### config.mk
export PLATFORM = sky130hd
export DESIGN_NAME = uart_tx_arbiter
export DESIGN_NICKNAME = d
export VERILOG_FILES = /design/src/rtl/uart_pkg.sv /design/src/rtl/uart_tx_arbiter_rr.sv /design/src/rtl/uart_tx_arbiter.sv
export SDC_FILE = /design/constraint.sdc
export NUM_CORES = 1
export LEC_CHECK = 0
export BUFFER_PORTS_ARGS = -buffer_cell sky130_fd_sc_hd__buf_2
export CAP_MARGIN = 20
export CORE_UTILIZATION = 48
export CTS_BUF_LIST = sky130_fd_sc_hd__clkbuf_4 sky130_fd_sc_hd__clkbuf_8 sky130_fd_sc_hd__clkbuf_16
export DETAILED_ROUTE_END_ITERATION = 10
export GPL_TIMING_DRIVEN = 0
export PLACE_DENSITY = 0.82
export SKIP_CTS_REPAIR_TIMING = 1
export SYNTH_ARGS = -nofsm -noshare
export SYNTH_HDL_FRONTEND = slang
export SYNTH_SLANG_ARGS = --single-unit
export TNS_END_PERCENT = 1
### constraint.sdc
create_clock -name clk_i -period 3.01 [get_ports clk_i]
set_clock_uncertainty 0.2 [all_clocks]
set_input_delay 0.4515 -clock clk_i [delete_from_list [all_inputs] [get_ports clk_i]]
set_output_delay 0.4515 -clock clk_i [all_outputs]
set_load 0.03 [all_outputs]
### src/rtl/uart_pkg.sv
// Shared definitions for the UART transmit path: data width, baud setup
// constants and the arbiter state encoding.
package uart_pkg;

  localparam int UART_DATA_W = 8;

  localparam int CLK_FREQ_HZ = 50_000_000;
  localparam int BAUD_RATE   = 115_200;
  localparam int BAUD_DIV    = CLK_FREQ_HZ / BAUD_RATE;

  typedef enum logic {
    IDLE = 1'b0,
    XFER = 1'b1
  } arbState_t;

endpackage

### src/rtl/uart_tx_arbiter_rr.sv
// Combinational round-robin picker: returns the first set request at or
// after the pointer, wrapping around the request vector.
module rr_arbiter #(
  parameter int N_REQ = 4,
  parameter int PTR_W = $clog2(N_REQ)
) (
  input  logic [N_REQ-1:0] i_req,
  input  logic [PTR_W-1:0] i_ptr,
  output logic [N_REQ-1:0] o_grant,
  output logic             o_any
);

  int               w_tmp;
  logic [PTR_W-1:0] w_idx;

  // Walk the requesters starting at the pointer and grant the first one seen
  always_comb begin
    o_grant = '0;
    o_any   = 1'b0;
    w_tmp   = 0;
    w_idx   = '0;
    for (int i = 0; i < N_REQ; i++) begin
      w_tmp = int'(i_ptr) + i;
      if (w_tmp >= N_REQ) begin
        w_tmp = w_tmp - N_REQ;
      end
      w_idx = PTR_W'(w_tmp);
      if (!o_any && i_req[w_idx]) begin
        o_grant[w_idx] = 1'b1;
        o_any          = 1'b1;
      end
    end
  end

endmodule

### src/rtl/uart_tx_arbiter.sv
// Shares the single UART TX FIFO between several byte-stream requesters.
// One owner is granted at a time and keeps the FIFO for a whole message,
// ended by its last flag, a burst cap or an idle timeout. The write strobe
// and data are combinational so the FIFO write lines up with the handshake.
module uart_tx_arbiter
  import uart_pkg::*;
#(
  parameter int N_REQ     = 4,
  parameter int MAX_BURST = 16,
  parameter int TIMEOUT   = 255
) (
  input  logic                     clk_i,
  input  logic                     rst_i,
  input  logic [N_REQ-1:0]         req_valid_i,
  input  logic [8*N_REQ-1:0]       req_data_i,
  input  logic [N_REQ-1:0]         req_last_i,
  output logic [N_REQ-1:0]         req_ready_o,
  output logic [N_REQ-1:0]         grant_o,
  output logic                     uart_we_o,
  output logic [31:0]              uart_tx_wdata_o,
  input  logic                     uart_tx_full_i,
  output logic                     uart_ce_o,
  output logic                     uart_req_o,
  input  logic                     uart_gnt_i,
  output logic                     timeout_o,
  output logic                     busy_o
);

  localparam int IDX_W  = $clog2(N_REQ);
  localparam int BEAT_W = $clog2(MAX_BURST + 1);
  localparam int IDLE_W = $clog2(TIMEOUT + 1);

  localparam logic [BEAT_W-1:0] BEAT_LAST = BEAT_W'(MAX_BURST - 1);
  localparam logic [IDLE_W-1:0] IDLE_LAST = IDLE_W'(TIMEOUT - 1);
  localparam logic [IDLE_W-1:0] IDLE_MAX  = IDLE_W'(TIMEOUT);
  localparam logic [IDX_W-1:0]  IDX_MAX   = IDX_W'(N_REQ - 1);

  arbState_t         r_state;
  logic [IDX_W-1:0]  r_owner;
  logic [IDX_W-1:0]  r_rrPtr;
  logic [BEAT_W-1:0] r_beatCnt;
  logic [IDLE_W-1:0] r_idleCnt;
  logic [N_REQ-1:0]  r_grant;
  logic              r_timeout;

  logic [N_REQ-1:0]       w_pickGrant;
  logic                   w_pickAny;
  logic [IDX_W-1:0]       w_pickIdx;
  logic                   w_busy;
  logic                   w_ownerValid;
  logic                   w_ownerLast;
  logic [UART_DATA_W-1:0] w_ownerByte;
  logic                   w_canSend;
  logic                   w_fire;
  logic                   w_relDone;
  logic                   w_relTimeout;
  logic [IDX_W-1:0]       w_nextPtr;

  rr_arbiter #(
    .N_REQ (N_REQ),
    .PTR_W (IDX_W)
  ) u_rrArb (
    .i_req   (req_valid_i),
    .i_ptr   (r_rrPtr),
    .o_grant (w_pickGrant),
    .o_any   (w_pickAny)
  );

  // Convert the one-hot pick into the owner index stored by the FSM
  always_comb begin
    w_pickIdx = '0;
    for (int i = 0; i < N_REQ; i++) begin
      if (w_pickGrant[i]) begin
        w_pickIdx = IDX_W'(i);
      end
    end
  end

  assign w_busy       = (r_state == XFER);
  assign w_ownerValid = req_valid_i[r_owner];
  assign w_ownerLast  = req_last_i[r_owner];
  assign w_ownerByte  = req_data_i[int'(r_owner)*UART_DATA_W +: UART_DATA_W];

  // Backpressure (FIFO full or bus not granted) stalls but is not idleness
  assign w_canSend    = ~uart_tx_full_i & uart_gnt_i;
  assign w_fire       = w_busy & w_ownerValid & w_canSend;

  assign w_relDone    = w_fire & (w_ownerLast | (r_beatCnt == BEAT_LAST));
  assign w_relTimeout = w_busy & ~w_ownerValid & (r_idleCnt == IDLE_LAST);
  assign w_nextPtr    = (r_owner == IDX_MAX) ? '0 : r_owner + 1'b1;

  assign grant_o         = r_grant;
  assign busy_o          = w_busy;
  assign timeout_o       = r_timeout;
  assign uart_ce_o       = w_busy;
  assign uart_req_o      = w_busy;
  assign req_ready_o     = (w_busy && w_canSend) ? r_grant : '0;
  assign uart_we_o       = w_fire;
  assign uart_tx_wdata_o = w_fire ? {{(32-UART_DATA_W){1'b0}}, w_ownerByte} : 32'b0;

  // Ownership FSM with message counters, grant and timeout pulse registers
  always_ff @(posedge clk_i) begin
    if (rst_i) begin
      r_state   <= IDLE;
      r_owner   <= '0;
      r_rrPtr   <= '0;
      r_beatCnt <= '0;
      r_idleCnt <= '0;
      r_grant   <= '0;
      r_timeout <= 1'b0;
    end else begin
      r_timeout <= 1'b0;
      case (r_state)
        IDLE: begin
          if (w_pickAny) begin
            r_owner   <= w_pickIdx;
            r_grant   <= w_pickGrant;
            r_beatCnt <= '0;
            r_idleCnt <= '0;
            r_state   <= XFER;
          end
        end
        XFER: begin
          if (w_fire) begin
            r_beatCnt <= r_beatCnt + 1'b1;
            r_idleCnt <= '0;
          end else if (!w_ownerValid && (r_idleCnt != IDLE_MAX)) begin
            r_idleCnt <= r_idleCnt + 1'b1;
          end
          if (w_relDone || w_relTimeout) begin
            r_state <= IDLE;
            r_grant <= '0;
            r_rrPtr <= w_nextPtr;
          end
          if (w_relTimeout) begin
            r_timeout <= 1'b1;
          end
        end
        default: begin
          r_state <= IDLE;
        end
      endcase
    end
  end

endmodule

==> metrics.yaml <==
yosys:
  synth_area_mm2: 0.001981
  ys.flop_type: "dfxtp_1"
  synthMuxAreaShare: 0.1579
  synthAdderAreaFrac: 0.06949
  yosys-top-cells-area: "dfxtp_1, mux4_2, buf_4, ha_1, a21oi_1"
  async_reset_ff_frac: 0
  synthMostInstantiatedCell: "buf_4"
  synth_top_family_by_area: "simple AND/OR/NAND/NOR gates"
  yosys_register_bits: 23
  syn_avg_cell_area_um2: 8.882
  yosys_warnings: 0
  synth_common_cells: "buf_4, dfxtp_1, nor2_1, a21oi_1, mux4_2"
  synth-compound-area-share: 0.1522
  synthXorXnorAreaFrac: 0.008844
  synth_top_cell_area_share: 0.2325
  synth_edf_count: 0
  syn_inst: 223
  synth.distinct_cells: 47
  synth_top_area_cell: "dfxtp_1"
  synth_simple_gate_area_frac: 0.2369
  seq_area_frac_synth: 0.2325
cells_and_area:
  fin_area_mm2: 0.002494
  area_growth_pct: 25.90
  drive_above_1_share: 0.3758
  final_nets: 370
  antenna_cells: 0
drt:
  antenna_left: 0
  routed-via-count: 1883
  finalWirelength_um: 4548
  viasPerCell: 5.202
  firstDrtPassIters: 4
  wl_per_cell_um: 12.56
  drtIter0Drc: 50
  drc: 0
sta:
  layout_min_cycle_time_ps: 2829
  fmax_mhz: 353.4
  rsz0062_at_grt: "no"
  tightest_slew_ps: 511.9
  fin_crit_sh: 0.9400
  final-setup-viol-count: 0
  finalHoldViolCount: 0
  maxSlewViolCount: 0
  max-slew-margin-rel: 0.6587
  fin_tns_setup_ps: 0
run:
  drv_cap: 0
floorplan:
  initial_core_util: 0.5214
  coreArea_mm2: 0.003799
  rows: 22
  die_h_um: 66.24
  die_width_um: 66.24
  dieArea_mm2: 0.004387
  pin_count: 89
power:
  leakagePower_nw: 1.166
  power_density_mw_per_mm2: 322.1
  peakVddDrop_mv: 0.2029
worst_setup_path:
  cp.required_ps: 2970
  startpoint_type: "flop"
  crit_arrival_ps: 2790
  critPathKind: "flop to flop"
  cp_max_fo: 6
  crit_path_end_kind: "flop"
  timing.reg2reg.setup_slack_ps: 180
grt:
  grt_pass1_wl_um: 7162
  grt_pass1_vias: 1699
  grt_max_degree: 14
  grt_remaining_overflow: 0
  antenna_found_initial: 0
  track_usage: 0.2096
place:
  dpl_cell_area_mm2: 0.002447
  gp_congestion: 0.8683
  io_buffers: 64
  hpwl_um: 3787
clock_tree:
  clk_latency_ps: 260
  cts_buffers: 3
  cts_sinks: 23
  cts_tree: "built"
  cts-root-buf: "clkbuf_8"
  clk_pin_slew_ps: 80
  clock_path_buffers: 2
  cts_max_level: 1
status:
  outcome: "finished, final reports clean"
min_path:
  hp-class: "flop to flop"
kinds of logic (layout without fill, tap and decap cells):
logic type	count (synthesis)	in the layout
other	1	24
muxes	15	15
and+or+nand+nor	83	83
buffers and inverters	44	112
xor gates and xnor gates	2	2
AOI/OAI and AO/OA	44	44
adders and majority gates	11	11
DFF	23	23
power by group:
part | switching [mW] | internal (mW)
combinational | 0.160 | 0.126
sequential | 0.0139 | 0.315
clock | 0.0965 | 0.0923
total | 0.271 | 0.533
critical path, cell delays in order, from the launching register on:
cell and delay (ps):
dfxtp_1 410, buf_6 150, inv_1 80, ha_1 370, mux4_2 590, nor3b_2 280, a2bb2oi_1 130, a21boi_1 170
a2111oi_2 340
layout by cell type, fill, tap and decap left out, types with 3 or more instances in the layout:
cell type,count
buf_2,67
buf_4,27
conb_1,24
dfxtp_1,23
nor2_1,18
a21oi_1,17
mux4_2,13
ha_1,11
and3_1,9
inv_1,8
nor3_1,7
nand3_1,6
or3_1,6
nand2_1,6
clkbuf_1,5
and2_1,5
nor2b_1,5
o21ai_1,5
nand2b_1,4
o21ai_0,4
nand4_1,3
clkbuf_8,3
flip-flops by register name, summed over array words and instances, names as in the netlist:
signal and count:
r_owner 2, r_beatCnt 5, r_rrPtr 2, r_idleCnt 8, grant_o 4, busy_o 1, timeout_o 1
through the flow:
stage / hold slack, ps / power (mW) / setup slack, ps / utilization / std cells
after floorplan: 263.9 / 0.5513 / 411.0 / - / 246
after global placement: 275.7 / 0.6159 / 206.5 / 0.6443 / 358
after detailed placement: 293.1 / 0.6207 / 209.9 / 0.6443 / 358
after CTS: 305.9 / 0.8099 / 183.1 / 0.6565 / 362
after global routing: 339.8 / 0.8468 / 35.77 / 0.6565 / 362
final: 299.8 / 0.8033 / 180.7 / 0.6565 / 362
final timing paths:
path,depth (start not counted),from,to
max,8,r_rrPtr[0],grant_o[2]
min,2,r_idleCnt[5],r_idleCnt[5]
max reg2reg,8,r_rrPtr[0],grant_o[2]
min reg2reg,2,r_idleCnt[5],r_idleCnt[5]
per-layer routing:
layer / routed length, µm / track usage
met1: 1834 / 0.2316
met2: 2279 / 0.3980
met4: 47 / 0.06383
met3: 387 / 0.03966
met5: 0 / 0
final cells by class:
| type | instances | area [µm²] |
|---|---|---|
| Tap cell | 48 | 60.06 |
| Sequential cell | 23 | 460.4 |
| Timing Repair Buffer | 64 | 320.3 |
| Inverter | 8 | 30.03 |
| Fill cell | 310 | 1305 |
| Multi-Input combinational cell | 179 | 1329 |
| Clock inverter | 1 | 5.005 |
| Buffer | 36 | 247.7 |
| Clock buffer | 3 | 41.29 |
Power figures use the tool's default switching activity.
